$ cat config.mk
export PLATFORM = sky130hd
export DESIGN_NAME = serial_add_unit
export DESIGN_NICKNAME = d
export VERILOG_FILES = /design/src/rtl/serial_add_unit.sv
export SDC_FILE = /design/constraint.sdc
export NUM_CORES = 1
export LEC_CHECK = 0
export BUFFER_PORTS_ARGS = -buffer_cell sky130_fd_sc_hd__buf_2
export CAP_MARGIN = 20
export CORE_MARGIN = 1
export CORE_UTILIZATION = 57
export DETAILED_ROUTE_END_ITERATION = 8
export PLACE_DENSITY = 0.94
export SLEW_MARGIN = 30
export SYNTH_ARGS = -nofsm -noshare
export SYNTH_HDL_FRONTEND = slang
export SYNTH_SLANG_ARGS = --single-unit
$ cat constraint.sdc
create_clock -name clk -period 2.39 [get_ports clk]
set_clock_uncertainty 0.2 [all_clocks]
set_input_delay 0.3585 -clock clk [delete_from_list [all_inputs] [get_ports clk]]
set_output_delay 0.3585 -clock clk [all_outputs]
set_load 0.01 [all_outputs]
$ cat src/rtl/serial_add_unit.sv
// Bit-serial add/subtract unit: one full-adder slice plus a carry flop,
// sequenced LSB-first over WIDTH cycles behind a start/busy/done handshake.
module serial_add_unit #(
    parameter int WIDTH = 8
) (
    input  logic             clk,
    input  logic             rst,
    input  logic             start,
    input  logic             sub,
    input  logic [WIDTH-1:0] a,
    input  logic [WIDTH-1:0] b,
    output logic             busy,
    output logic             done,
    output logic [WIDTH-1:0] result,
    output logic             carry_out,
    output logic             overflow,
    output logic             zero
);

    localparam int CW = (WIDTH > 1) ? $clog2(WIDTH) : 1;
    localparam logic [CW-1:0] CNT_LAST = CW'(WIDTH - 1);

    typedef enum logic [1:0] {
        S_IDLE = 2'd0,
        S_RUN  = 2'd1,
        S_DONE = 2'd2
    } state_t;

    function automatic logic maj3(input logic x, input logic y, input logic z);
        return (x & y) | (x & z) | (y & z);
    endfunction

    state_t           state_q, state_d;
    logic [WIDTH-1:0] a_sh_q, a_sh_d;
    logic [WIDTH-1:0] b_sh_q, b_sh_d;
    logic             c_q, c_d;
    logic [CW-1:0]    cnt_q, cnt_d;
    logic             a_msb_q, a_msb_d;
    logic             b_msb_q, b_msb_d;
    logic             busy_q, busy_d;
    logic             done_q, done_d;
    logic [WIDTH-1:0] result_q, result_d;
    logic             carry_out_q, carry_out_d;
    logic             overflow_q, overflow_d;
    logic             zero_q, zero_d;

    logic             sum_bit_s;
    logic             carry_nxt_s;
    logic [WIDTH-1:0] result_nxt_s;

    // Next-state, datapath and flag computation for the serial sequencer.
    always_comb begin
        state_d      = state_q;
        a_sh_d       = a_sh_q;
        b_sh_d       = b_sh_q;
        c_d          = c_q;
        cnt_d        = cnt_q;
        a_msb_d      = a_msb_q;
        b_msb_d      = b_msb_q;
        busy_d       = busy_q;
        done_d       = done_q;
        result_d     = result_q;
        carry_out_d  = carry_out_q;
        overflow_d   = overflow_q;
        zero_d       = zero_q;

        sum_bit_s    = a_sh_q[0] ^ b_sh_q[0] ^ c_q;
        carry_nxt_s  = maj3(a_sh_q[0], b_sh_q[0], c_q);
        result_nxt_s = {sum_bit_s, result_q[WIDTH-1:1]};

        case (state_q)
            S_IDLE, S_DONE: begin
                if (start) begin
                    // Subtraction is a + ~b + 1: invert b and seed the carry with 1.
                    state_d     = S_RUN;
                    a_sh_d      = a;
                    b_sh_d      = sub ? ~b : b;
                    c_d         = sub;
                    cnt_d       = '0;
                    a_msb_d     = a[WIDTH-1];
                    b_msb_d     = sub ? ~b[WIDTH-1] : b[WIDTH-1];
                    busy_d      = 1'b1;
                    done_d      = 1'b0;
                    result_d    = '0;
                    carry_out_d = 1'b0;
                    overflow_d  = 1'b0;
                    zero_d      = 1'b0;
                end else begin
                    state_d = S_IDLE;
                    done_d  = 1'b0;
                end
            end
            S_RUN: begin
                a_sh_d   = {1'b0, a_sh_q[WIDTH-1:1]};
                b_sh_d   = {1'b0, b_sh_q[WIDTH-1:1]};
                c_d      = carry_nxt_s;
                result_d = result_nxt_s;
                if (cnt_q == CNT_LAST) begin
                    state_d     = S_DONE;
                    cnt_d       = '0;
                    busy_d      = 1'b0;
                    done_d      = 1'b1;
                    carry_out_d = carry_nxt_s;
                    overflow_d  = (a_msb_q == b_msb_q) && (sum_bit_s != a_msb_q);
                    zero_d      = ~|result_nxt_s;
                end else begin
                    cnt_d = cnt_q + CW'(1);
                end
            end
            default: begin
                state_d = S_IDLE;
                busy_d  = 1'b0;
                done_d  = 1'b0;
            end
        endcase
    end

    // State and output registers; reset aborts any operation in flight.
    always_ff @(posedge clk or posedge rst) begin
        if (rst) begin
            state_q     <= S_IDLE;
            a_sh_q      <= '0;
            b_sh_q      <= '0;
            c_q         <= 1'b0;
            cnt_q       <= '0;
            a_msb_q     <= 1'b0;
            b_msb_q     <= 1'b0;
            busy_q      <= 1'b0;
            done_q      <= 1'b0;
            result_q    <= '0;
            carry_out_q <= 1'b0;
            overflow_q  <= 1'b0;
            zero_q      <= 1'b0;
        end else begin
            state_q     <= state_d;
            a_sh_q      <= a_sh_d;
            b_sh_q      <= b_sh_d;
            c_q         <= c_d;
            cnt_q       <= cnt_d;
            a_msb_q     <= a_msb_d;
            b_msb_q     <= b_msb_d;
            busy_q      <= busy_d;
            done_q      <= done_d;
            result_q    <= result_d;
            carry_out_q <= carry_out_d;
            overflow_q  <= overflow_d;
            zero_q      <= zero_d;
        end
    end

    assign busy      = busy_q;
    assign done      = done_q;
    assign result    = result_q;
    assign carry_out = carry_out_q;
    assign overflow  = overflow_q;
    assign zero      = zero_q;

endmodule

==> results of run 1 <==
==> how the worst max path moves through the flow <==
stage | startpoint | endpoint | slack, ns
final | state_q[0] | b_sh_q[2] | 0.39
after CTS | state_q[0] | b_sh_q[2] | 0.41
after detailed placement | start | b_sh_q[6] | 0.42
after global placement | start | b_sh_q[0] | 0.50
after floorplan | a_sh_q[0] | zero | 0.77
after global routing | state_q[0] | b_sh_q[2] | 0.27
==> power breakdown <==
group          internal (mW)  leakage, nW  switching, mW
clock                  0.167       0.0374          0.189
combinational          0.442        0.440          0.526
sequential             0.871        0.457          0.183
total                   1.48        0.934          0.899
==> kinds of logic (layout without fill, tap and decap cells) <==
logic type                 Yosys count  in the layout  share of synthesized area [%]
buffers and inverters               15             47                          4.957
and+or+nand+nor                     44             44                          13.61
xor gates and xnor gates             8              8                          4.406
adders and majority gates            3              3                          2.832
AOI/OAI and AO/OA                   34             34                          17.54
DFF                                 36             36                          56.65
==> final cells by class <==
cell class / count / area (sq um)
Sequential cell: 36 / 900.9
Fill cell: 201 / 749.5
Multi-Input combinational cell: 89 / 610.6
Timing Repair Buffer: 35 / 185.2
Clock buffer: 7 / 65.06
Tap cell: 30 / 37.54
Inverter: 5 / 18.77
==> per-stage QoR <==
stage,cells,hold WS [ns]
final,202,0.03036
after CTS,202,0.01978
after floorplan,140,0.2500
after global routing,202,0.01143
after global placement,194,0.2619
after detailed placement,194,0.2737
==> flip-flops by register name, indices dropped and copies added, names as in the netlist, 2 cells and up <==
name     cells
cnt_q        3
result       8
a_sh_q       8
b_sh_q       8
state_q      2
==> routing by layer <==
metal  wire (um)  part of all wire [%]  up-vias  track usage [%]
met2        1660                    51       42            42.37
met3         183                   5.6        7            8.611
met4          59                   1.8        0            12.39
met5           0                     0        -                0
li1            -                     -      561                -
met1        1354                    42      567            31.60
==> cell usage in the layout, fill, tap and decap left out, types with 2 or more instances in the layout <==
master / instances
sky130_fd_sc_hd__nor3_1: 3
sky130_fd_sc_hd__dfrtp_1: 36
sky130_fd_sc_hd__nor2_1: 12
sky130_fd_sc_hd__nand3_1: 9
sky130_fd_sc_hd__o21ai_0: 5
sky130_fd_sc_hd__xnor2_1: 8
sky130_fd_sc_hd__nand2_1: 11
sky130_fd_sc_hd__buf_2: 32
sky130_fd_sc_hd__a22o_1: 10
sky130_fd_sc_hd__clkbuf_4: 5
sky130_fd_sc_hd__buf_4: 2
sky130_fd_sc_hd__a21o_1: 3
sky130_fd_sc_hd__a22oi_1: 6
sky130_fd_sc_hd__a221o_1: 9
sky130_fd_sc_hd__clkbuf_8: 2
sky130_fd_sc_hd__ha_1: 2
sky130_fd_sc_hd__inv_1: 5
==> critical path, stage by stage (launching register included) <==
cell and delay, ns:
sky130_fd_sc_hd__dfrtp_1 0.44, sky130_fd_sc_hd__and2b_1 0.35, sky130_fd_sc_hd__nor2_2 0.68, sky130_fd_sc_hd__a221o_1 0.28
==> metrics.txt, run 1 <==
# TYPE chip_impl_metric gauge
chip_impl_metric{name="clkTransAtPathRegs",unit="ns"} 0.10
chip_impl_metric{name="global_route.overflow_total",unit=""} 0
chip_impl_metric{name="area_growth_syn_to_layout",unit="%"} 14.32
chip_impl_metric{name="reg2regPathDepth",unit=""} 3
chip_impl_metric{name="dieArea",unit="sq um"} 3005
chip_impl_metric{name="remaining_drc_errors",unit=""} 0
chip_impl_metric{name="wirelength",unit="um"} 3257
chip_impl_metric{name="final.min_clock_period",unit="ns"} 2.004
chip_impl_metric{name="gpl.final_weighted_congestion",unit=""} 0.7073
chip_impl_metric{name="cp.required",unit="ns"} 2.47
chip_impl_metric{name="power-per-cell-area",unit="nW/um^2"} 1308
chip_impl_metric{name="hold-path-cell-count",unit=""} 3
chip_impl_metric{name="cts_buffers",unit=""} 5
chip_impl_info{name="worstHoldEndpoint",value="a_sh_q[3]"} 1
chip_impl_metric{name="yosysUniqueCellTypes",unit=""} 27
chip_impl_metric{name="cts.sink_count",unit=""} 36
chip_impl_metric{name="regToRegSetupSlack",unit="ns"} 0.39
chip_impl_metric{name="synth.avg_cell_area",unit="sq um"} 11.36
chip_impl_metric{name="dp.final_hpwl",unit="um"} 2236
chip_impl_info{name="run_status",value="complete, no violations"} 1
chip_impl_metric{name="global_route_wire_length_before_repair",unit="um"} 5250
chip_impl_info{name="timing.critical_path.to_type",value="flip-flop"} 1
chip_impl_metric{name="synth-edff-count",unit=""} 0
chip_impl_metric{name="clock_insertion_delay_worst_skew",unit="ns"} 0.34
chip_impl_info{name="rsz_0062_raised_after_global_routing",value="no"} 1
chip_impl_metric{name="timing_max_transition_violations_final",unit=""} 0
chip_impl_metric{name="synth_top_area_share",unit="%"} 56.65
chip_impl_metric{name="die_h",unit="um"} 54.82
chip_impl_metric{name="io_buffers",unit=""} 32
chip_impl_metric{name="netlist_instances",unit=""} 140
chip_impl_metric{name="cts_hold_buf",unit=""} 1
chip_impl_metric{name="grt_usage",unit="%"} 26.34
chip_impl_metric{name="core-area",unit="sq um"} 2567
chip_impl_info{name="rr_startpoint",value="state_q[0]"} 1
chip_impl_info{name="hold_path_origin",value="a[3]"} 1
chip_impl_metric{name="final_area",unit="sq um"} 1818
chip_impl_metric{name="row_count",unit=""} 18
chip_impl_metric{name="via_count_of_the_first_global_routing_pass",unit=""} 1133
chip_impl_info{name="critical_path.reg2reg.endpoint",value="b_sh_q[2]"} 1
chip_impl_metric{name="fin_setup_tns",unit="ns"} 0
chip_impl_metric{name="total_power",unit="mW"} 2.378
chip_impl_metric{name="postSynthRegisterBits",unit=""} 36
chip_impl_metric{name="io_pins",unit=""} 33
chip_impl_metric{name="detailed_place.area",unit="sq um"} 1743
chip_impl_metric{name="drtAntennaViolNets",unit=""} 0
chip_impl_info{name="criticalPathCategory",value="reg -> reg"} 1
chip_impl_metric{name="antennaDiodeCount",unit=""} 0
chip_impl_metric{name="post-place-ws",unit="ns"} 0.4151
chip_impl_metric{name="async_reset_ff_share",unit="%"} 100.0
chip_impl_metric{name="routed-via-count",unit=""} 1177
chip_impl_metric{name="max_cap_violations",unit=""} 0
chip_impl_metric{name="data_arrival_time_of_the_critical_path",unit="ns"} 2.08
chip_impl_metric{name="setup_violations",unit=""} 0
chip_impl_info{name="ys_top_cells_by_count",value="36 x sky130_fd_sc_hd__dfrtp_1, 12 x sky130_fd_sc_hd__nor2_1, 11 x sky130_fd_sc_hd__nand2_1"} 1
chip_impl_metric{name="max_freq",unit="MHz"} 499.1
chip_impl_metric{name="synth_sequential_area_ratio",unit="%"} 56.65
chip_impl_info{name="top_reg_cell_synth",value="sky130_fd_sc_hd__dfrtp_1"} 1
chip_impl_info{name="synthMostInstantiatedCell",value="sky130_fd_sc_hd__dfrtp_1"} 1
chip_impl_metric{name="routed_wire_length_per_instance",unit="um"} 16.12
chip_impl_info{name="cts_tree",value="yes"} 1
chip_impl_metric{name="timing.critical_path.fanout_max",unit=""} 21
chip_impl_metric{name="grt_start_max_net_pins",unit=""} 37
chip_impl_metric{name="mappedNetlistNets",unit=""} 163
chip_impl_metric{name="floorplan.initialDensity",unit="%"} 61.94
chip_impl_metric{name="drtPass1Iterations",unit=""} 4
chip_impl_info{name="min_path_type",value="in -> reg"} 1
chip_impl_metric{name="layout_worst_path_cycle_share",unit="%"} 83.84
chip_impl_metric{name="cts_resized",unit=""} 0
chip_impl_metric{name="post_cts_buffers",unit=""} 0
chip_impl_metric{name="irDropWorstVdd",unit="mV"} 0.8491
chip_impl_metric{name="finalCoreUtilization",unit="%"} 70.81
chip_impl_metric{name="clk_path_buf_depth",unit=""} 2
chip_impl_metric{name="drive_gt1_share",unit="%"} 25.00
chip_impl_metric{name="design.final.nets",unit=""} 195
chip_impl_info{name="root_buffer",value="sky130_fd_sc_hd__clkbuf_4"} 1
chip_impl_metric{name="die-width",unit="um"} 54.82
chip_impl_info{name="synth_area_leader_cell",value="sky130_fd_sc_hd__dfrtp_1"} 1
chip_impl_info{name="synth_top_cells_by_area",value="sky130_fd_sc_hd__dfrtp_1 57%, sky130_fd_sc_hd__a221o_1 5.7%, sky130_fd_sc_hd__a22o_1 5.5%"} 1
chip_impl_metric{name="antenna_found_initial",unit=""} 0
chip_impl_metric{name="synth.cell_area",unit="sq um"} 1590
chip_impl_metric{name="post_drt_via_cell_ratio",unit=""} 5.827
chip_impl_metric{name="tightest_slew",unit="ns"} 0.8100
chip_impl_metric{name="power.static_leakage",unit="nW"} 0.9340
chip_impl_metric{name="count_of_h_tree_levels_built_during_cts",unit=""} 2
chip_impl_info{name="setup.worst_path.start_class",value="flip-flop"} 1
chip_impl_metric{name="relative_slew_slack",unit="%"} 45.94
chip_impl_metric{name="fin_ws",unit="ns"} 0.3862
chip_impl_metric{name="detail_route.iter0.violations",unit=""} 25
chip_impl_metric{name="synth.yosys.warnings",unit=""} 0
chip_impl_metric{name="finalHoldViolations",unit=""} 0
(Power assumes the default switching activity.)
==> run 2: changes to the inputs <==
--- a/config.mk
+++ b/config.mk
@@ -5,12 +5,13 @@
 export SDC_FILE = /design/constraint.sdc
 export NUM_CORES = 1
 export LEC_CHECK = 0
+export ABC_AREA = 1
 export BUFFER_PORTS_ARGS = -buffer_cell sky130_fd_sc_hd__buf_2
 export CAP_MARGIN = 20
 export CORE_MARGIN = 1
-export CORE_UTILIZATION = 57
+export CORE_UTILIZATION = 54
 export DETAILED_ROUTE_END_ITERATION = 8
-export PLACE_DENSITY = 0.94
+export PLACE_DENSITY = 0.89
 export SLEW_MARGIN = 30
 export SYNTH_ARGS = -nofsm -noshare
 export SYNTH_HDL_FRONTEND = slang
==> constraint.sdc (replaced) <==
create_clock -name clk -period 2.1 [get_ports clk]
set_clock_uncertainty 0.2 [all_clocks]
set_input_delay 0.315 -clock clk [delete_from_list [all_inputs] [get_ports clk]]
set_output_delay 0.315 -clock clk [all_outputs]
set_load 0.01 [all_outputs]
==> run 2 against run 1 <==
  * Sequential power rose by 9.5%
  * Non-clock buffer count increased by 5
  * Largest cell class unchanged
  * Clock power fell by 6.5%
  * Count of clock-buffer cells in the layout is 1 lower
  * Synthesized cell count increased by 44%
  * Largest power group unchanged
  * The flow now finishes with violations (design-rule violations)
==> metrics.txt, run 2 <==
# TYPE chip_impl_metric gauge
chip_impl_info{name="violations",value="design-rule violations"} 1
chip_impl_metric{name="irDropWorstVdd",unit="mV"} 0.7725
chip_impl_info{name="criticalPathCategory",value="reg -> reg"} 1
chip_impl_metric{name="fin_setup_tns",unit="ns"} 0
chip_impl_info{name="final_common_cell",value="sky130_fd_sc_hd__nand2_1"} 1
chip_impl_metric{name="final_area",unit="sq um"} 1938
chip_impl_metric{name="dpl.cell_count",unit=""} 259
chip_impl_metric{name="routed_wire_length_per_instance",unit="um"} 11.40
chip_impl_metric{name="detail_route.iter0.violations",unit=""} 50
chip_impl_metric{name="count_of_h_tree_levels_built_during_cts",unit=""} 2
chip_impl_metric{name="synth.cell_area",unit="sq um"} 1659
chip_impl_metric{name="total_power",unit="mW"} 2.626
chip_impl_metric{name="setup_violations",unit=""} 0
chip_impl_metric{name="layout_worst_path_cycle_share",unit="%"} 76.82
chip_impl_info{name="critical-path-top-delay-family",value="simple AND/OR/NAND/NOR gates"} 1
chip_impl_metric{name="cts_buffers",unit=""} 5
chip_impl_metric{name="clk_path_buf_depth",unit=""} 2
chip_impl_metric{name="synth.yosys.warnings",unit=""} 0
chip_impl_metric{name="gpl.final_weighted_congestion",unit=""} 0.7745
chip_impl_metric{name="grt_start_max_net_pins",unit=""} 37
chip_impl_metric{name="max_cap_violations",unit=""} 0
chip_impl_metric{name="row_count",unit=""} 19
chip_impl_metric{name="post-place-ws",unit="ns"} 0.5246
chip_impl_info{name="rsz_0062_raised_after_global_routing",value="no"} 1
chip_impl_info{name="synth_area_leader_cell",value="sky130_fd_sc_hd__dfrtp_1"} 1
chip_impl_info{name="cts_tree",value="yes"} 1
chip_impl_info{name="critical_path.reg2reg.endpoint",value="a_sh_q[7]"} 1
chip_impl_metric{name="netlist_instances",unit=""} 201
chip_impl_info{name="synthMostInstantiatedCell",value="sky130_fd_sc_hd__nand2_1"} 1
chip_impl_metric{name="cts.sink_count",unit=""} 36
chip_impl_info{name="top_reg_cell_synth",value="sky130_fd_sc_hd__dfrtp_1"} 1
chip_impl_metric{name="critical_path_buf_inv_count",unit=""} 2
chip_impl_info{name="mostFrequentLayoutCells",value="75 x sky130_fd_sc_hd__nand2_1, 36 x sky130_fd_sc_hd__dfrtp_1, 32 x sky130_fd_sc_hd__buf_2"} 1
chip_impl_metric{name="timing_max_transition_violations_final",unit=""} 0
chip_impl_info{name="root_buffer",value="sky130_fd_sc_hd__clkbuf_4"} 1
chip_impl_metric{name="fin_ws",unit="ns"} 0.4867
chip_impl_metric{name="remaining_drc_errors",unit=""} 6
chip_impl_metric{name="cp.required",unit="ns"} 2.15
chip_impl_metric{name="io_pins",unit=""} 33
chip_impl_metric{name="tightest_slew",unit="ns"} 0.4439
chip_impl_metric{name="postSynthRegisterBits",unit=""} 36
chip_impl_metric{name="cp_slowest_stage_delay",unit="ns"} 0.43
chip_impl_metric{name="dieArea",unit="sq um"} 3298
chip_impl_metric{name="final.min_clock_period",unit="ns"} 1.613
chip_impl_metric{name="global_route_wire_length_before_repair",unit="um"} 5540
chip_impl_metric{name="via_count_of_the_first_global_routing_pass",unit=""} 1366
chip_impl_info{name="hold_path_origin",value="a[6]"} 1
chip_impl_metric{name="layout_cells_excl_fill",unit=""} 272
chip_impl_metric{name="post_drt_via_cell_ratio",unit=""} 5.202
chip_impl_metric{name="mappedNetlistNets",unit=""} 224
chip_impl_metric{name="global_route.overflow_total",unit=""} 0
chip_impl_metric{name="design.final.nets",unit=""} 264
chip_impl_metric{name="detailed_place.area",unit="sq um"} 1832
chip_impl_metric{name="grt_usage",unit="%"} 22.22
chip_impl_metric{name="hold-path-cell-count",unit=""} 3
chip_impl_info{name="worst_path_max_delay_cell",value="sky130_fd_sc_hd__dfrtp_1"} 1
chip_impl_info{name="chain_of_cells_forming_the_critical_path",value="inv_1 > nand2_2 > nand2_4 > inv_2 > nand2_1 > o21ai_0"} 1
chip_impl_metric{name="yosysUniqueCellTypes",unit=""} 17
chip_impl_metric{name="io_buffers",unit=""} 32
chip_impl_metric{name="data_arrival_time_of_the_critical_path",unit="ns"} 1.66
chip_impl_info{name="worstHoldEndpoint",value="a_sh_q[6]"} 1
chip_impl_metric{name="drtAntennaViolNets",unit=""} 0
chip_impl_metric{name="clock_insertion_delay_worst_skew",unit="ns"} 0.33
chip_impl_metric{name="antenna_found_initial",unit=""} 0
chip_impl_info{name="synth_top_cells_by_area",value="sky130_fd_sc_hd__dfrtp_1 54%, sky130_fd_sc_hd__nand2_1 17%, sky130_fd_sc_hd__nand3_1 8.1%"} 1
chip_impl_metric{name="drtPass1Iterations",unit=""} 6
chip_impl_metric{name="area_growth_syn_to_layout",unit="%"} 16.82
chip_impl_metric{name="finalHoldViolations",unit=""} 0
chip_impl_metric{name="power.static_leakage",unit="nW"} 1.073
chip_impl_info{name="ys_top_cells_by_count",value="75 x sky130_fd_sc_hd__nand2_1, 36 x sky130_fd_sc_hd__dfrtp_1, 27 x sky130_fd_sc_hd__nand3_1"} 1
chip_impl_metric{name="floorplan.initialDensity",unit="%"} 58.65
chip_impl_metric{name="max_freq",unit="MHz"} 619.9
chip_impl_metric{name="relative_slew_slack",unit="%"} 70.41
chip_impl_info{name="min_path_type",value="in -> reg"} 1
chip_impl_metric{name="core-area",unit="sq um"} 2829
chip_impl_metric{name="synth-edff-count",unit=""} 0
chip_impl_metric{name="reg2regPathDepth",unit=""} 6
chip_impl_info{name="run_status",value="complete, but fails checks"} 1
chip_impl_metric{name="clkTransAtPathRegs",unit="ns"} 0.10
chip_impl_metric{name="synth_sequential_area_ratio",unit="%"} 54.30
chip_impl_metric{name="synth.avg_cell_area",unit="sq um"} 8.254
chip_impl_metric{name="drive_gt1_share",unit="%"} 20.33
chip_impl_info{name="rr_startpoint",value="state_q[1]"} 1
chip_impl_metric{name="die-width",unit="um"} 57.43
chip_impl_metric{name="routed-via-count",unit=""} 1415
chip_impl_metric{name="antennaDiodeCount",unit=""} 0
chip_impl_metric{name="regToRegSetupSlack",unit="ns"} 0.49
chip_impl_metric{name="power-per-cell-area",unit="nW/um^2"} 1355
chip_impl_info{name="setup.worst_path.start_class",value="flip-flop"} 1
chip_impl_metric{name="timing.critical_path.fanout_max",unit=""} 18
chip_impl_metric{name="dp.final_hpwl",unit="um"} 2066
chip_impl_metric{name="die_h",unit="um"} 57.43
chip_impl_metric{name="synth_top_area_share",unit="%"} 54.30
chip_impl_metric{name="wirelength",unit="um"} 3101
chip_impl_info{name="timing.critical_path.to_type",value="flip-flop"} 1
chip_impl_metric{name="async_reset_ff_share",unit="%"} 100.0
[run 2: logic make-up (layout without fill, tap and decap cells)]
group | Yosys count | count (layout) | synth area share (%)
adders and majority gates | 3 | 3 | 2.715
AOI/OAI and AO/OA | 12 | 12 | 4.147
DFF | 36 | 36 | 54.30
buffers and inverters | 26 | 66 | 6.787
and+or+nand+nor | 124 | 124 | 32.05
[run 2: power breakdown]
| part | switching (mW) | total (mW) | leakage, nW | internal [mW] |
|---|---|---|---|---|
| registers | 0.155 | 1.15 | 0.458 | 0.990 |
| logic | 0.720 | 1.15 | 0.588 | 0.427 |
| clock network | 0.210 | 0.333 | 0.0281 | 0.123 |
[run 2: area by class of cell]
cell class	count	area (sq um)
sequential	36	900.9
fill	225	890.9
multi-input combinational	139	645.6
timing repair buffer	40	235.2
inverter	19	71.32
clock buffer	6	41.29
tap	31	38.79
clock inverter	1	5.005
[run 2: per-layer routing]
metal	track usage, %	up-vias	share of wire (%)
met5	0	-	0
met4	11.15	0	1.8
met3	4.762	7	5.6
met2	37.04	48	48
met1	27.25	651	45
li1	-	709	-
[run 2: what timing repair did]
item,CTS,global route
buffers inserted,0,0
endpoints found under the hold margin,41,0
resized for setup,0,0
hold buffers,6,0
[run 2: how the worst max path moves through the flow]
stage                     from         to  slack (ns)  cells past startpoint
floorplan            a_sh_q[0]   overflow        0.61                      7
global placement     a_sh_q[0]   overflow        0.58                      7
detailed placement  state_q[1]  a_sh_q[7]        0.52                      6
CTS                  a_sh_q[0]   overflow        0.51                      7
global route         a_sh_q[0]   overflow        0.38                      7
finish              state_q[1]  a_sh_q[7]        0.49                      6
[run 2: tightest hold or removal path, stage by stage]
cell,delay [ns]
sky130_fd_sc_hd__buf_2,0.08
sky130_fd_sc_hd__nand2_1,0.05
sky130_fd_sc_hd__nand3_1,0.07
[run 2: stage by stage]
stage	hold WS, ns	util [%]
floorplan	0.2422	-
global placement	0.2330	64.75
detailed placement	0.2399	64.75
CTS	0.002879	68.51
global route	0.01718	68.51
finish	0.01027	68.51
==> run 3: changes to the inputs <==
--- a/config.mk
+++ b/config.mk
@@ -9,9 +9,9 @@
 export BUFFER_PORTS_ARGS = -buffer_cell sky130_fd_sc_hd__buf_2
 export CAP_MARGIN = 20
 export CORE_MARGIN = 1
-export CORE_UTILIZATION = 54
+export CORE_UTILIZATION = 48
 export DETAILED_ROUTE_END_ITERATION = 8
-export PLACE_DENSITY = 0.89
+export PLACE_DENSITY = 0.85
 export SLEW_MARGIN = 30
 export SYNTH_ARGS = -nofsm -noshare
 export SYNTH_HDL_FRONTEND = slang
==> constraint.sdc (replaced) <==
create_clock -name clk -period 1.37 [get_ports clk]
set_clock_uncertainty 0.2 [all_clocks]
set_input_delay 0.2055 -clock clk [delete_from_list [all_inputs] [get_ports clk]]
set_output_delay 0.2055 -clock clk [all_outputs]
set_load 0.01 [all_outputs]
==> run 3 against run 2 <==
  * The run ends with negative setup slack left
  * Highest routed layer unchanged
  * Clock power rose by 120%
  * Worst hold slack gained 0.066 ns
  * Largest power group is now combinational logic
  * Core utilization increased by 5.3 points
  * Largest cell class unchanged
  * Via count up 10%
  * Final cell count rose by 15%
  * First-iteration DRC count increased by 20%
  * Die area grew 12%
  * Sequential share of layout area shrank 7.7 points
  * Wire length rose by 24%
==> metrics.txt, run 3 (same netlist as run 2, synthesis figures left out) <==
# TYPE chip_impl_metric gauge
chip_impl_info{name="run_status",value="complete, but fails checks"} 1
chip_impl_info{name="violations",value="negative setup slack"} 1
chip_impl_metric{name="finalCoreUtilization",unit="%"} 73.85
chip_impl_info{name="min_path_type",value="in -> reg"} 1
chip_impl_metric{name="power.static_leakage",unit="nW"} 1.227
chip_impl_metric{name="routed-via-count",unit=""} 1557
chip_impl_metric{name="grt_usage",unit="%"} 22.49
chip_impl_info{name="critical-path-top-delay-family",value="adder cells"} 1
chip_impl_metric{name="grt_start_max_net_pins",unit=""} 37
chip_impl_metric{name="global_route.overflow_total",unit=""} 0
chip_impl_metric{name="detailed_place.area",unit="sq um"} 1936
chip_impl_metric{name="gpl.final_weighted_congestion",unit=""} 0.7961
chip_impl_metric{name="max_cap_violations",unit=""} 0
chip_impl_metric{name="wirelength",unit="um"} 3844
chip_impl_info{name="timing.critical_path.to_type",value="flip-flop"} 1
chip_impl_info{name="mostFrequentLayoutCells",value="71 x sky130_fd_sc_hd__nand2_1, 35 x sky130_fd_sc_hd__dfrtp_1, 31 x sky130_fd_sc_hd__buf_2"} 1
chip_impl_metric{name="antennaDiodeCount",unit=""} 0
chip_impl_metric{name="setup_violations",unit=""} 5
chip_impl_metric{name="tightest_slew",unit="ns"} 0.2612
chip_impl_metric{name="critical_path_buf_inv_count",unit=""} 1
chip_impl_info{name="hold_path_origin",value="sub"} 1
chip_impl_metric{name="die_h",unit="um"} 60.79
chip_impl_metric{name="remaining_drc_errors",unit=""} 0
chip_impl_metric{name="die-width",unit="um"} 60.79
chip_impl_info{name="critical_path.reg2reg.endpoint",value="overflow"} 1
chip_impl_info{name="worst_path_max_delay_cell",value="sky130_fd_sc_hd__fa_2"} 1
chip_impl_metric{name="filler_cell_count",unit=""} 236
chip_impl_metric{name="design.final.nets",unit=""} 292
chip_impl_metric{name="finalHoldViolations",unit=""} 0
chip_impl_metric{name="share_clk_of_total_power",unit="%"} 15.1
chip_impl_info{name="root_buffer",value="sky130_fd_sc_hd__clkbuf_4"} 1
chip_impl_info{name="final_common_cell",value="sky130_fd_sc_hd__nand2_1"} 1
chip_impl_metric{name="fin_setup_tns",unit="ns"} -0.5881
chip_impl_metric{name="cp.required",unit="ns"} 1.42
chip_impl_info{name="cpMostUsedCell",value="sky130_fd_sc_hd__nand2_1"} 1
chip_impl_metric{name="cp_slowest_stage_delay",unit="ns"} 0.60
chip_impl_metric{name="max_freq",unit="MHz"} 635.8
chip_impl_info{name="cts_tree",value="yes"} 1
chip_impl_metric{name="fin_ws",unit="ns"} -0.2027
chip_impl_metric{name="p_int",unit="mW"} 2.978
chip_impl_metric{name="core-area",unit="sq um"} 3153
chip_impl_metric{name="comb_power_share",unit="%"} 49.0
chip_impl_metric{name="post_drt_via_cell_ratio",unit=""} 4.959
chip_impl_metric{name="dp.final_hpwl",unit="um"} 2213
chip_impl_info{name="rr_startpoint",value="c_q"} 1
chip_impl_metric{name="timing_max_transition_violations_final",unit=""} 0
chip_impl_metric{name="sw_frac_of_total",unit="%"} 39.89
chip_impl_metric{name="antenna_found_initial",unit=""} 0
chip_impl_metric{name="clk_path_buf_depth",unit=""} 2
chip_impl_metric{name="via_count_of_the_first_global_routing_pass",unit=""} 1431
chip_impl_metric{name="switchingPower",unit="mW"} 1.977
chip_impl_metric{name="drtPass1Iterations",unit=""} 5
chip_impl_info{name="rsz_0062_raised_after_global_routing",value="yes"} 1
chip_impl_metric{name="cts_buffers",unit=""} 5
chip_impl_metric{name="relative_slew_slack",unit="%"} 82.59
chip_impl_metric{name="dieArea",unit="sq um"} 3695
chip_impl_metric{name="floorplan.initialDensity",unit="%"} 52.62
chip_impl_info{name="criticalPathCategory",value="reg -> reg"} 1
chip_impl_metric{name="io_buffers",unit=""} 32
chip_impl_metric{name="clock_insertion_delay_worst_skew",unit="ns"} 0.35
chip_impl_metric{name="row_count",unit=""} 20
chip_impl_metric{name="io_pins",unit=""} 33
chip_impl_metric{name="routed_wire_length_per_instance",unit="um"} 12.24
chip_impl_metric{name="regToRegSetupSlack",unit="ns"} -0.20
chip_impl_metric{name="irDropWorstVdd",unit="mV"} 1.120
chip_impl_metric{name="final_area",unit="sq um"} 2328
chip_impl_metric{name="data_arrival_time_of_the_critical_path",unit="ns"} 1.62
chip_impl_metric{name="layout_worst_path_cycle_share",unit="%"} 114.8
chip_impl_info{name="setup.worst_path.start_class",value="flip-flop"} 1
chip_impl_metric{name="detail_route.iter0.violations",unit=""} 60
chip_impl_metric{name="reg2regPathDepth",unit=""} 7
chip_impl_metric{name="drtAntennaViolNets",unit=""} 0
chip_impl_metric{name="hold-path-cell-count",unit=""} 4
chip_impl_metric{name="power-per-cell-area",unit="nW/um^2"} 2128
chip_impl_metric{name="cts.sink_count",unit=""} 36
chip_impl_metric{name="drive_gt1_share",unit="%"} 29.63
chip_impl_metric{name="timing.critical_path.fanout_max",unit=""} 4
chip_impl_metric{name="count_of_h_tree_levels_built_during_cts",unit=""} 2
chip_impl_info{name="chain_of_cells_forming_the_critical_path",value="inv_2 > fa_2 > nor2_1 > nand2_1 > nand2_1 > nand2_1 > nand2_1"} 1
chip_impl_metric{name="final.min_clock_period",unit="ns"} 1.573
chip_impl_metric{name="total_power",unit="mW"} 4.955
chip_impl_metric{name="global_route_wire_length_before_repair",unit="um"} 5830
chip_impl_info{name="worstHoldEndpoint",value="b_sh_q[6]"} 1
chip_impl_metric{name="clkTransAtPathRegs",unit="ns"} 0.11
chip_impl_metric{name="power.sequential.fraction",unit="%"} 36.0
chip_impl_metric{name="area_growth_syn_to_layout",unit="%"} 40.35
==> run 3: final cells by class <==
class	instances	area, sq um	area share [%]
Inverter	19	78.83	3.385
Multi-Input combinational cell	140	718.2	30.84
Timing Repair Buffer	67	498.0	21.39
Clock inverter	2	35.03	1.505
Clock buffer	6	41.29	1.773
Sequential cell	36	902.1	38.74
Tap cell	44	55.05	2.364
==> run 3: through the flow <==
stage	instances	hold slack [ns]	setup WS [ns]
4_1_cts	308	0.008560	-0.2039
3_5_place_dp	282	0.06618	-0.1905
3_3_place_gp	282	0.06420	-0.1384
5_1_grt	314	0.08530	-0.2403
2_1_floorplan	201	0.1384	-0.1117
6_report	314	0.07577	-0.2027
==> run 3: worst max path at each step <==
stage                   start        to  slack [ns]  cells after the start
floorplan                 c_q  overflow       -0.11                      7
global placement          c_q  overflow       -0.14                      7
detailed placement        c_q  overflow       -0.19                      7
CTS                 a_sh_q[0]  overflow       -0.20                      7
global route              c_q  overflow       -0.24                      7
finish                    c_q  overflow       -0.20                      7
==> run 3: layer usage <==
layer | track usage, % | up-vias | routed length [um]
met3 | 7.249 | 18 | 207
met5 | 0 | - | 0
met1 | 23.69 | 717 | 1511
met4 | 13.64 | 0 | 154
li1 | - | 764 | -
met2 | 39.09 | 58 | 1971
==> run 3: repair_timing <==
| item | CTS | global route |
|---|---|---|
| endpoints found under the setup margin | 9 | 20 |
| hold endpoints to repair | 54 | 1 |
| buffers inserted | 2 | 4 |
| pin swaps | 3 | 6 |
| gates resized for setup | 12 | 15 |
| cloned | 0 | 1 |
| hold buffers | 17 | 1 |
==> run 3: tightest hold or removal path: cells and delay by family <==
family	cells	cell delay (ns)
buf+inv	1	0.19
simple gates	3	0.20
==> run 3: power by group through the flow <==
stage	sequential (mW)	combinational, mW	clock (mW)
floorplan	1.80	1.27	0
global placement	1.75	1.86	0
detailed placement	1.78	1.94	0
CTS	1.77	2.17	0.752
global route	1.84	2.71	0.801
finish	1.78	2.43	0.746
